`src/rtl/ex_stage_if.sv`:
```
// Bundles the execute stage's pipeline-facing signals.
// The master drives the decode, hazard and writeback inputs.
// The slave is the execute stage, which returns the E-stage and M-stage fields.
interface ex_stage_if #(
    parameter int WIDTH = 32
);
    // Hazard-unit controls.
    logic             FlushE;
    logic [1:0]       ForwardAE;
    logic [1:0]       ForwardBE;

    // Decode-stage fields.
    logic             RegWriteD;
    logic             MemToRegD;
    logic             MemWriteD;
    logic             ALUSrcD;
    logic             RegDstD;
    logic             MulD;
    logic             MfhiD;
    logic             MfloD;
    logic [2:0]       ALUControlD;
    logic [WIDTH-1:0] RD1D;
    logic [WIDTH-1:0] RD2D;
    logic [WIDTH-1:0] SignImmD;
    logic [4:0]       RsD;
    logic [4:0]       RtD;
    logic [4:0]       RdD;

    // Writeback value used for forwarding.
    logic [WIDTH-1:0] ResultW;

    // E-stage fields returned to the hazard unit.
    logic [4:0]       RsE;
    logic [4:0]       RtE;
    logic [4:0]       WriteRegE;
    logic             RegWriteE;
    logic             MemToRegE;
    logic             MulBusyE;

    // EX/MEM pipeline register.
    logic             RegWriteM;
    logic             MemToRegM;
    logic             MemWriteM;
    logic [WIDTH-1:0] ALUOutM;
    logic [WIDTH-1:0] WriteDataM;
    logic [4:0]       WriteRegM;

    modport master (
        output FlushE, ForwardAE, ForwardBE,
        output RegWriteD, MemToRegD, MemWriteD, ALUSrcD, RegDstD,
        output MulD, MfhiD, MfloD, ALUControlD,
        output RD1D, RD2D, SignImmD, RsD, RtD, RdD, ResultW,
        input  RsE, RtE, WriteRegE, RegWriteE, MemToRegE, MulBusyE,
        input  RegWriteM, MemToRegM, MemWriteM, ALUOutM, WriteDataM, WriteRegM
    );

    modport slave (
        input  FlushE, ForwardAE, ForwardBE,
        input  RegWriteD, MemToRegD, MemWriteD, ALUSrcD, RegDstD,
        input  MulD, MfhiD, MfloD, ALUControlD,
        input  RD1D, RD2D, SignImmD, RsD, RtD, RdD, ResultW,
        output RsE, RtE, WriteRegE, RegWriteE, MemToRegE, MulBusyE,
        output RegWriteM, MemToRegM, MemWriteM, ALUOutM, WriteDataM, WriteRegM
    );
endinterface

```
`src/rtl/ex_stage.sv`:
```
// Execute stage of the pipelined MIPS core.
// The stage holds the ID/EX and EX/MEM registers, the forwarding muxes and the ALU.
// It also holds a background shift-add multiplier that writes its result into HI/LO.
module ex_stage #(
    parameter int WIDTH = 32
) (
    input  logic        clk,
    input  logic        reset,
    ex_stage_if.slave   bus
);
    localparam int CNT_W = $clog2(WIDTH + 1);

    typedef struct packed {
        logic             regWrite;
        logic             memToReg;
        logic             memWrite;
        logic             aluSrc;
        logic             regDst;
        logic             mul;
        logic             mfhi;
        logic             mflo;
        logic [2:0]       aluControl;
        logic [WIDTH-1:0] rd1;
        logic [WIDTH-1:0] rd2;
        logic [WIDTH-1:0] signImm;
        logic [4:0]       rs;
        logic [4:0]       rt;
        logic [4:0]       rd;
    } idEx_t;

    typedef struct packed {
        logic             regWrite;
        logic             memToReg;
        logic             memWrite;
        logic [WIDTH-1:0] aluOut;
        logic [WIDTH-1:0] writeData;
        logic [4:0]       writeReg;
    } exMem_t;

    typedef enum logic {IDLE, RUN} mulState_t;

    idEx_t              idExReg, idExNext;
    exMem_t             exMemReg, exMemNext;
    mulState_t          mulStateReg, mulStateNext;
    logic [WIDTH-1:0]   hiReg, loReg;
    logic [WIDTH-1:0]   mcandReg;
    logic [2*WIDTH-1:0] prodReg;
    logic [CNT_W-1:0]   cntReg;

    logic               mulBusy, mulStart, mulStep, mulLast;
    logic [WIDTH-1:0]   srcA, srcB, writeDataE, aluResult, aluOutE;
    logic [4:0]         writeRegE;
    logic [WIDTH:0]     sumUpper;
    logic [2*WIDTH-1:0] prodStep;

    // Selects the next ID/EX contents: a stall hold wins over a flush, so the E instruction is never lost.
    always_comb begin
        idExNext = idExReg;
        if (!mulBusy) begin
            if (bus.FlushE) begin
                idExNext = '0;
            end else begin
                idExNext.regWrite   = bus.RegWriteD;
                idExNext.memToReg   = bus.MemToRegD;
                idExNext.memWrite   = bus.MemWriteD;
                idExNext.aluSrc     = bus.ALUSrcD;
                idExNext.regDst     = bus.RegDstD;
                idExNext.mul        = bus.MulD;
                idExNext.mfhi       = bus.MfhiD;
                idExNext.mflo       = bus.MfloD;
                idExNext.aluControl = bus.ALUControlD;
                idExNext.rd1        = bus.RD1D;
                idExNext.rd2        = bus.RD2D;
                idExNext.signImm    = bus.SignImmD;
                idExNext.rs         = bus.RsD;
                idExNext.rt         = bus.RtD;
                idExNext.rd         = bus.RdD;
            end
        end
    end

    // ID/EX pipeline register.
    always_ff @(posedge clk) begin
        if (reset) idExReg <= '0;
        else       idExReg <= idExNext;
    end

    // Forwarding muxes for both operands; codes 00 and 11 both select the register file.
    always_comb begin
        srcA = idExReg.rd1;
        case (bus.ForwardAE)
            2'b01:   srcA = bus.ResultW;
            2'b10:   srcA = exMemReg.aluOut;
            default: srcA = idExReg.rd1;
        endcase
        writeDataE = idExReg.rd2;
        case (bus.ForwardBE)
            2'b01:   writeDataE = bus.ResultW;
            2'b10:   writeDataE = exMemReg.aluOut;
            default: writeDataE = idExReg.rd2;
        endcase
        srcB      = idExReg.aluSrc ? idExReg.signImm : writeDataE;
        writeRegE = idExReg.regDst ? idExReg.rd : idExReg.rt;
    end

    // ALU with wrapping add/sub and signed set-less-than. MFHI and MFLO override the result.
    always_comb begin
        aluResult = '0;
        case (idExReg.aluControl)
            3'b010:  aluResult = srcA + srcB;
            3'b110:  aluResult = srcA - srcB;
            3'b000:  aluResult = srcA & srcB;
            3'b001:  aluResult = srcA | srcB;
            3'b111:  aluResult[0] = ($signed(srcA) < $signed(srcB));
            default: aluResult = '0;
        endcase
        aluOutE = idExReg.mfhi ? hiReg : (idExReg.mflo ? loReg : aluResult);
    end

    // Multiplier state register.
    always_ff @(posedge clk) begin
        if (reset) mulStateReg <= IDLE;
        else       mulStateReg <= mulStateNext;
    end

    // Multiplier next state: start on a MULT in E, and finish on the last counted step.
    always_comb begin
        mulStateNext = mulStateReg;
        case (mulStateReg)
            IDLE:    if (idExReg.mul && !mulBusy) mulStateNext = RUN;
            RUN:     if (cntReg == CNT_W'(1)) mulStateNext = IDLE;
            default: mulStateNext = IDLE;
        endcase
    end

    // Multiplier outputs. Only instructions that touch the multiplier stall while it runs.
    always_comb begin
        mulBusy  = (mulStateReg == RUN) && (idExReg.mul || idExReg.mfhi || idExReg.mflo);
        mulStart = (mulStateReg == IDLE) && idExReg.mul;
        mulStep  = (mulStateReg == RUN);
        mulLast  = mulStep && (cntReg == CNT_W'(1));
    end

    // One shift-add step: conditionally add the multiplicand to the upper half, then shift right.
    always_comb begin
        sumUpper = {1'b0, prodReg[2*WIDTH-1:WIDTH]} + (prodReg[0] ? {1'b0, mcandReg} : '0);
        prodStep = {sumUpper, prodReg[WIDTH-1:1]};
    end

    // Multiplier datapath and HI/LO. HI/LO change only when a product completes.
    always_ff @(posedge clk) begin
        if (reset) begin
            mcandReg <= '0;
            prodReg  <= '0;
            cntReg   <= '0;
            hiReg    <= '0;
            loReg    <= '0;
        end else if (mulStart) begin
            mcandReg <= srcA;
            prodReg  <= {{WIDTH{1'b0}}, writeDataE};
            cntReg   <= CNT_W'(WIDTH);
        end else if (mulStep) begin
            prodReg <= prodStep;
            cntReg  <= cntReg - CNT_W'(1);
            if (mulLast) {hiReg, loReg} <= prodStep;
        end
    end

    // EX/MEM input: a held E instruction sends a bubble downstream so it is not issued twice.
    always_comb begin
        exMemNext.regWrite  = idExReg.regWrite;
        exMemNext.memToReg  = idExReg.memToReg;
        exMemNext.memWrite  = idExReg.memWrite;
        exMemNext.aluOut    = aluOutE;
        exMemNext.writeData = writeDataE;
        exMemNext.writeReg  = writeRegE;
        if (mulBusy) begin
            exMemNext.regWrite = 1'b0;
            exMemNext.memToReg = 1'b0;
            exMemNext.memWrite = 1'b0;
            exMemNext.writeReg = '0;
        end
    end

    // EX/MEM pipeline register.
    always_ff @(posedge clk) begin
        if (reset) exMemReg <= '0;
        else       exMemReg <= exMemNext;
    end

    assign bus.RsE        = idExReg.rs;
    assign bus.RtE        = idExReg.rt;
    assign bus.WriteRegE  = writeRegE;
    assign bus.RegWriteE  = idExReg.regWrite;
    assign bus.MemToRegE  = idExReg.memToReg;
    assign bus.MulBusyE   = mulBusy;
    assign bus.RegWriteM  = exMemReg.regWrite;
    assign bus.MemToRegM  = exMemReg.memToReg;
    assign bus.MemWriteM  = exMemReg.memWrite;
    assign bus.ALUOutM    = exMemReg.aluOut;
    assign bus.WriteDataM = exMemReg.writeData;
    assign bus.WriteRegM  = exMemReg.writeReg;
endmodule
```
`src/flat_wrapper.sv`:
```
// flat-port wrapper written by rule: the top's interface ports become plain ports
module ex_stage_flat 
#(
    parameter int WIDTH = 32
)
  (clk, reset, bus_FlushE, bus_ForwardAE, bus_ForwardBE, bus_RegWriteD, bus_MemToRegD, bus_MemWriteD, bus_ALUSrcD, bus_RegDstD, bus_MulD, bus_MfhiD, bus_MfloD, bus_ALUControlD, bus_RD1D, bus_RD2D, bus_SignImmD, bus_RsD, bus_RtD, bus_RdD, bus_ResultW, bus_RsE, bus_RtE, bus_WriteRegE, bus_RegWriteE, bus_MemToRegE, bus_MulBusyE, bus_RegWriteM, bus_MemToRegM, bus_MemWriteM, bus_ALUOutM, bus_WriteDataM, bus_WriteRegM);
  ex_stage_if #(.WIDTH(WIDTH)) bus_i ();
  input  logic clk;
  input  logic reset;
  input wire logic [$bits(bus_i.FlushE)-1:0] bus_FlushE;
  input wire logic [$bits(bus_i.ForwardAE)-1:0] bus_ForwardAE;
  input wire logic [$bits(bus_i.ForwardBE)-1:0] bus_ForwardBE;
  input wire logic [$bits(bus_i.RegWriteD)-1:0] bus_RegWriteD;
  input wire logic [$bits(bus_i.MemToRegD)-1:0] bus_MemToRegD;
  input wire logic [$bits(bus_i.MemWriteD)-1:0] bus_MemWriteD;
  input wire logic [$bits(bus_i.ALUSrcD)-1:0] bus_ALUSrcD;
  input wire logic [$bits(bus_i.RegDstD)-1:0] bus_RegDstD;
  input wire logic [$bits(bus_i.MulD)-1:0] bus_MulD;
  input wire logic [$bits(bus_i.MfhiD)-1:0] bus_MfhiD;
  input wire logic [$bits(bus_i.MfloD)-1:0] bus_MfloD;
  input wire logic [$bits(bus_i.ALUControlD)-1:0] bus_ALUControlD;
  input wire logic [$bits(bus_i.RD1D)-1:0] bus_RD1D;
  input wire logic [$bits(bus_i.RD2D)-1:0] bus_RD2D;
  input wire logic [$bits(bus_i.SignImmD)-1:0] bus_SignImmD;
  input wire logic [$bits(bus_i.RsD)-1:0] bus_RsD;
  input wire logic [$bits(bus_i.RtD)-1:0] bus_RtD;
  input wire logic [$bits(bus_i.RdD)-1:0] bus_RdD;
  input wire logic [$bits(bus_i.ResultW)-1:0] bus_ResultW;
  output wire logic [$bits(bus_i.RsE)-1:0] bus_RsE;
  output wire logic [$bits(bus_i.RtE)-1:0] bus_RtE;
  output wire logic [$bits(bus_i.WriteRegE)-1:0] bus_WriteRegE;
  output wire logic [$bits(bus_i.RegWriteE)-1:0] bus_RegWriteE;
  output wire logic [$bits(bus_i.MemToRegE)-1:0] bus_MemToRegE;
  output wire logic [$bits(bus_i.MulBusyE)-1:0] bus_MulBusyE;
  output wire logic [$bits(bus_i.RegWriteM)-1:0] bus_RegWriteM;
  output wire logic [$bits(bus_i.MemToRegM)-1:0] bus_MemToRegM;
  output wire logic [$bits(bus_i.MemWriteM)-1:0] bus_MemWriteM;
  output wire logic [$bits(bus_i.ALUOutM)-1:0] bus_ALUOutM;
  output wire logic [$bits(bus_i.WriteDataM)-1:0] bus_WriteDataM;
  output wire logic [$bits(bus_i.WriteRegM)-1:0] bus_WriteRegM;
  assign bus_i.FlushE = bus_FlushE;
  assign bus_i.ForwardAE = bus_ForwardAE;
  assign bus_i.ForwardBE = bus_ForwardBE;
  assign bus_i.RegWriteD = bus_RegWriteD;
  assign bus_i.MemToRegD = bus_MemToRegD;
  assign bus_i.MemWriteD = bus_MemWriteD;
  assign bus_i.ALUSrcD = bus_ALUSrcD;
  assign bus_i.RegDstD = bus_RegDstD;
  assign bus_i.MulD = bus_MulD;
  assign bus_i.MfhiD = bus_MfhiD;
  assign bus_i.MfloD = bus_MfloD;
  assign bus_i.ALUControlD = bus_ALUControlD;
  assign bus_i.RD1D = bus_RD1D;
  assign bus_i.RD2D = bus_RD2D;
  assign bus_i.SignImmD = bus_SignImmD;
  assign bus_i.RsD = bus_RsD;
  assign bus_i.RtD = bus_RtD;
  assign bus_i.RdD = bus_RdD;
  assign bus_i.ResultW = bus_ResultW;
  assign bus_RsE = bus_i.RsE;
  assign bus_RtE = bus_i.RtE;
  assign bus_WriteRegE = bus_i.WriteRegE;
  assign bus_RegWriteE = bus_i.RegWriteE;
  assign bus_MemToRegE = bus_i.MemToRegE;
  assign bus_MulBusyE = bus_i.MulBusyE;
  assign bus_RegWriteM = bus_i.RegWriteM;
  assign bus_MemToRegM = bus_i.MemToRegM;
  assign bus_MemWriteM = bus_i.MemWriteM;
  assign bus_ALUOutM = bus_i.ALUOutM;
  assign bus_WriteDataM = bus_i.WriteDataM;
  assign bus_WriteRegM = bus_i.WriteRegM;
  ex_stage #(.WIDTH(WIDTH)) u_core (.clk(clk), .reset(reset), .bus(bus_i));
endmodule
```
`config.mk`:
```
export PLATFORM = sky130hd
export DESIGN_NAME = ex_stage_flat
export DESIGN_NICKNAME = d
export VERILOG_FILES = /design/src/rtl/ex_stage_if.sv /design/src/rtl/ex_stage.sv /design/src/flat_wrapper.sv
export SDC_FILE = /design/constraint.sdc
export NUM_CORES = 1
export LEC_CHECK = 0
export CORE_UTILIZATION = 58
export CTS_BUF_LIST = sky130_fd_sc_hd__clkbuf_8
export CTS_CLUSTER_SIZE = 40
export DETAILED_ROUTE_END_ITERATION = 10
export GPL_TIMING_DRIVEN = 0
export PLACE_DENSITY = 0.83
export SLEW_MARGIN = 10
export SYNTH_ARGS = -nofsm -noshare
export SYNTH_HDL_FRONTEND = slang
export SYNTH_SLANG_ARGS = --single-unit
```
`constraint.sdc`:
```
create_clock -name clk -period 5.46 [get_ports clk]
set_input_delay 1.092 -clock clk [delete_from_list [all_inputs] [get_ports clk]]
set_output_delay 1.092 -clock clk [all_outputs]
set_load 0.05 [all_outputs]
```
==> results of run 1 <==
[final timing paths]
check                      start  depth (start not counted)                     end  slack [ps]
min reg2reg  u_core.mcandReg[20]                          2     u_core.mcandReg[20]         450
max             bus_ForwardAE[0]                         17  u_core.bus.ALUOutM[29]          -7
min          u_core.mcandReg[20]                          2     u_core.mcandReg[20]         450
max reg2reg  u_core.idExReg[118]                         17  u_core.bus.ALUOutM[26]         480
[layer usage]
metal | share of wire, % | up-vias | track usage (%)
li1 | - | 9616 | -
met1 | 37 | 10300 | 54.1
met2 | 44 | 1520 | 70.4
met3 | 11 | 370 | 10.9
met4 | 8.7 | 4 | 37.7
met5 | 0.029 | - | 0
[metrics by stage]
stage / cell area (µm²) / setup TNS, ps / instances
final: 25100 / -6.67 / 3370
after global routing: 25100 / -112 / 3370
after CTS: 24900 / 0 / 3368
after detailed placement: 23500 / -37590 / 3266
after global placement: 23500 / -35480 / 3266
after floorplan: 20400 / 0 / 2561
[power breakdown]
group,leakage (nW),internal [mW],switching (mW)
clock network,0.696,1.26,1.16
registers,2.93,2.72,0.0626
logic,6.41,0.548,1.02
[cell usage in the layout, fill, tap and decap left out, drive strengths merged, types with 9 or more instances in the layout]
| cell | count |
|---|---|
| xnor2 | 44 |
| a21o | 33 |
| ha | 141 |
| a221oi | 14 |
| clkdlybuf4s50 | 250 |
| nand2b | 16 |
| a22oi | 84 |
| buf | 52 |
| o22ai | 17 |
| a21oi | 272 |
| a211oi | 26 |
| nand3 | 22 |
| nor2 | 263 |
| and3 | 12 |
| o21bai | 16 |
| and2 | 34 |
| nor2b | 14 |
| clkbuf | 214 |
| nand2 | 327 |
| dfxtp | 361 |
| mux2i | 65 |
| nor3 | 28 |
| inv | 165 |
| a31oi | 9 |
| o211ai | 17 |
| xor2 | 15 |
| o31ai | 9 |
| o21ai | 129 |
| a22o | 120 |
[timing repair]
action,4_1_cts,5_1_grt
hold endpoints to repair,0,0
setup endpoints to repair,26,19
resized for setup,71,68
pin swaps,0,2
setup buffers,0,2
[sequential cells by signal, summed over array words and instances (netlist names)]
register	count
u_core.prodReg	64
u_core.bus.WriteRegM	5
u_core.bus.MemToRegE	1
u_core.bus.MemWriteM	1
u_core.bus.ALUOutM	32
u_core.bus.MemToRegM	1
u_core.bus.WriteDataM	32
u_core.bus.RegWriteE	1
u_core.bus.RtE	5
u_core.cntReg	6
u_core.hiReg	32
u_core.idExReg	110
u_core.bus.RsE	5
u_core.bus.RegWriteM	1
u_core.mcandReg	32
u_core.mulStateReg	1
u_core.loReg	32
[cells by family after synthesis]
| family | count (synthesis) | synth area share, % |
|---|---|---|
| compound gates | 826 | 27.1 |
| xor+xnor | 59 | 2.53 |
| fa+ha+maj | 144 | 8.93 |
| simple gates | 768 | 16.3 |
| mux | 70 | 3.46 |
| flops | 361 | 35.4 |
| buf+inv | 333 | 6.41 |
[worst register-to-register path, delay by kind of cell, from the launching register on]
family | cells | cell delay (ps)
buf+inv | 3 | 1070
mux | 1 | 130
flops | 1 | 340
simple gates | 3 | 760
compound gates | 8 | 1830
fa+ha+maj | 2 | 710
[area by class of cell]
cell class,count,area [µm²]
Buffer,187,823
Clock buffer,77,1060
Clock inverter,28,143
Fill cell,2593,9560
Inverter,143,537
Multi-Input combinational cell,1867,12200
Sequential cell,361,7230
Tap cell,455,569
Timing Repair Buffer,252,2520
[synthesized netlist by cell type, types with 14 or more instances]
master	number
mux2i_1	65
xnor2_1	44
dfxtp_1	361
clkbuf_1	145
xor2_1	15
o211ai_1	15
nand3_1	22
a22oi_1	84
inv_1	140
and2_1	34
nand2_1	327
buf_1	22
nor2b_1	14
a211oi_1	22
nand2b_1	16
nor3_1	28
a22o_1	120
o21ai_0	120
nor2_1	263
a21o_1	33
o22ai_1	17
ha_1	141
a21oi_1	271
o21bai_1	16
==> metrics.txt, run 1 <==
outcome finished, violations left; failing checks negative setup slack; initial core utilization 59.0%; slew margin rel. 12.7%; number of synthesized flops with an enable pin 0; CTS H-tree depth 2; Synth top area share 35.4%; CTS tree built; Syn-to-layout area delta 22.7%; Synth area leader dfxtp_1; Final Skew 48.3 ps; Worst Tran Pin Value 1310 ps; CP Cell Sequence clkdlybuf4s50_1, inv_1, ha_4, clkbuf_1, a22oi_1, o21ai_1, ha_1, buf_2, nor2b_1, o21ai_0, a21oi_2, o32ai_2, o41ai_4, a211o_2, a2111oi_1, o311a_1, a211oi_2; Syn Inst Count 2,561; Crit Path Max Fanout 10; maximum vdd drop 243 µV; WS Path Type in2reg; routability cong. 1.02; fin crit period 5470 ps; Die H 190 µm; Clock Pin Slew Worst Setup and Hold Paths 70 ps; Detailed Place HPWL 64,400 µm; routed len/inst 25.2 µm; CP Data Arrival Time 6020 ps; Hold Slack 454 ps; max frequency 183 MHz; ys async rst share 0%; Syn Area/Cell 7.98 µm²; num rows 68; initial antenna violation count 1; Largest delay share family, worst path compound AO/OA/AOI/OAI gates; worst hold path class reg2reg; ANT cells 0; Clk Latency, worst-skew pair 700 ps; top cells by area, synth dfxtp_1, ha_1, a21oi_1; Synth Cell Area 20,400 µm²; number of global-route vias before repair 21.1k; Final Hold Vio Count 0; PwrDens 270 nW/µm²; Max clock buf depth 3; Power, Total 6.77 mW; I/O pin count 251; max capacitance violation total 0; wirelength, routed 84,900 µm; Port Buffers 250; share of post-route cells with drive strength above 1 7.14%; post-synthesis sequential area ratio 35.4%; Critical Path End Type register; Via Count 21.8k; Num CTS Buffers 58; Seq cells post-synth 361; Synth Net Count 2,866; fin crit share 100%; yosys warns 0; Critical-path top delay cell o21ai_1; Setup-failing EPs final 1; DR iter-0 viols 2,714; Overall Global Routing Usage 45.7%; Layout Nets 3,175; crit path buf inv count 4; Most used DFF post-synth dfxtp_1; Final Core Density 72.4%; DRT Pass-1 Iters 6; remaining global-route overflow 0; CTS Sinks 361; number of vias per cell 6.48; Startpoint Class input port; Die X-Extent 190 µm; CTS root buffer clkbuf_8; Final Max Slew Viols 0; global-route wire length before repair 124,000 µm; die area 36,000 µm²; hold buffer count at CTS 0; post-place setup slack -1960 ps; Worst path max stage delay 630 ps; Synth cell types 88; antenna violation net count after detailed routing 0; Core Area 34,600 µm²; largest net degree at the start of global routing 18; LEAKAGE 10.0 nW; Residual DRC 0; Worst Path Required 6020 ps; Final Worst Setup Slack -6.67 ps
Note: power is estimated with default switching activity, not from simulation.
==> run 2: changes to the inputs <==
- CAP_MARGIN: not set -> 15
==> metrics.txt, run 2 (synthesis gave the netlist of run 1 again) <==
worst hold path class reg2reg; FF/Latch Area 7230 µm² (unchanged); Detailed Place HPWL 64,400 µm (about the same); Worst Tran Pin Value 1230 ps (-78.9 ps); Largest Register u_core.idExReg; share of post-route cells with drive strength above 1 6.95% (-0.19 points); Overall Global Routing Usage 45.6% (about the same); Residual DRC 0 (unchanged); Worst Path Required 5980 ps (-40 ps); CTS root buffer clkbuf_8; Syn-to-layout area delta 22.2%; largest net degree at the start of global routing 16 (-2); CP Cell Sequence clkdlybuf4s50_1, inv_1, ha_2, buf_4, a21oi_1, o21ai_2, inv_1, ha_1, or4_1, nand3_1, a21o_1, a21oi_1, o31ai_2, a21oi_1, xnor2_1, nand2_1, a21oi_1; CTS H-tree depth 2 (unchanged); CP Data Arrival Time 5990 ps (-30 ps); Layout Nets 3,174 (-0.031%); CTS tree built; maximum vdd drop 249 µV (+2.6%); number of vias per cell 6.48 (about the same); sw power 2.21 mW (-1.4%); Largest register FFs 110 (unchanged); hold buffer count at CTS 0 (unchanged); routability cong. 1.02 (unchanged); Setup-failing EPs final 1 (unchanged); I/O pin count 251 (unchanged); RSZ-0062 raised after global routing true; # fillers 2,667 (+2.9%); number of global-route vias before repair 21.0k (-0.45%); Core Area 34,600 µm² (unchanged); DP Area 23,500 µm² (about the same); CTS Sinks 361 (unchanged); Port Buffers 250 (unchanged); max capacitance violation total 0 (unchanged); routed len/inst 25.1 µm (-0.44%); Largest delay share family, worst path compound AO/OA/AOI/OAI gates; Critical Path End Type register; Critical-path top delay cell a21oi_1; Clk Latency, worst-skew pair 690 ps (about the same); Post-Layout Cell Count 3,365 (-0.15%); Clock Pin Slew Worst Setup and Hold Paths 60 ps (about the same); Final Worst Setup Slack -16.0 ps (-9.33 ps); Power, Total 6.69 mW (-1.2%); Largest regs u_core.idExReg (110), u_core.prodReg (64); M3 GR Usage 10.8% (-0.11 points); remaining global-route overflow 0 (unchanged); Pint 4.48 mW (-1.1%); wirelength, routed 84,400 µm (-0.58%); antenna violation net count after detailed routing 0 (unchanged); Final Max Slew Viols 0 (unchanged); Startpoint Class input port; initial antenna violation count 1 (unchanged); clock share of power 35.2% (-0.5 points); CP most frequent cell a21oi_1; WS Path Type in2reg; die area 36,000 µm² (unchanged); Worst path max stage delay 600 ps (-30 ps); Placed Cells 3,267 (+0.031%); Switching Share 33.1% (-0.074 points); commonest non-fill, non-tap cells in the layout dfxtp_1, nand2_1, nor2_1; initial core utilization 59.0% (unchanged); Die H 190 µm (unchanged); PwrDens 268 nW/µm² (-0.83%); Via Count 21.8k (-0.13%); met2 Resource Use GR 71.1% (+0.72 points); fin crit share 100% (+0.17 points); combinational share of power 23.3% (about the same); Final Skew 45.0 ps (-3.29 ps); DRT Pass-1 Iters 8 (+2); Seq pwr share 41.6% (+0.6 points); failing checks negative setup slack; Final Core Density 72.1% (-0.29 points); Crit Path Max Fanout 10 (unchanged); crit path buf inv count 4 (unchanged); Num CTS Buffers 57 (-1.7%); Layout Cell Area excl Fill 25,000 µm² (-0.39%); reg-to-reg slack, setup 410 ps (-70 ps); slew margin rel. 17.9% (+5.3 points); Max clock buf depth 3 (unchanged); DR iter-0 viols 2,647 (-2.5%); gr busiest metal met2; met1 GRT Util 54.3% (+0.26 points); most common cell after layout, fill and taps aside dfxtp_1; LEAKAGE 9.99 nW (-0.52%); Final Hold Vio Count 0 (unchanged); global-route wire length before repair 123,000 µm (about the same); fin crit period 5480 ps (+9.33 ps); Die X-Extent 190 µm (unchanged); Multi-input gate area 12,200 µm² (-0.10%); max frequency 183 MHz (-0.17%); outcome finished, violations left; num rows 68 (unchanged)
[run 2: what timing repair did]
item | 4_1_cts | 5_1_grt
gates resized for setup | 72 | 60
pin swaps | 0 | 3
setup buffers | 0 | 1
endpoints found under the setup margin | 26 | 20
[run 2: layout make-up]
type / count / area share, %
multi-input cells: 1867 / 48.8
repair buffers: 252 / 10.1
plain buffers: 187 / 3.25
flip-flops and latches: 361 / 28.9
diodes: 2 / 0.0200
clock inverters: 30 / 0.762
clock buffers: 68 / 3.75
well taps: 455 / 2.28
inverters: 143 / 2.15
[run 2: path summary, 6_finish.rpt]
path,startpoint,endpoint,depth (start not counted)
max,bus_ForwardBE[0],u_core.bus.ALUOutM[13],17
min,u_core.mcandReg[9],u_core.mcandReg[9],2
max reg2reg,u_core.idExReg[118],u_core.bus.ALUOutM[26],17
min reg2reg,u_core.mcandReg[9],u_core.mcandReg[9],2
[run 2: power groups by stage]
stage	sequential (mW)	combinational [mW]	clock, mW
2_1_floorplan	2.90	0.793	0
3_3_place_gp	2.83	1.43	0
3_5_place_dp	2.83	1.44	0
4_1_cts	2.77	1.48	2.33
5_1_grt	2.78	1.63	2.45
6_report	2.78	1.56	2.35
[run 2: routing by layer]
layer  vias up  share of wire, %
li1       9626                 -
met1     10300                37
met2      1502                44
met3       353                10
met4         0               8.3
met5         -                 0
[run 2: stage by stage]
step / hold WS, ps / setup TNS, ps / setup WS [ps]
2_1_floorplan: 432 / 0 / 446
3_3_place_gp: 442 / -35480 / -1940
3_5_place_dp: 445 / -37580 / -1950
4_1_cts: 453 / 0 / 18.6
5_1_grt: 467 / -130 / -89.5
6_report: 456 / -16.0 / -16.0
[run 2: worst min-delay path, stage by stage (launching register included)]
cell and delay, ps:
dfxtp_1 310, nand2_1 50, a21oi_1 50
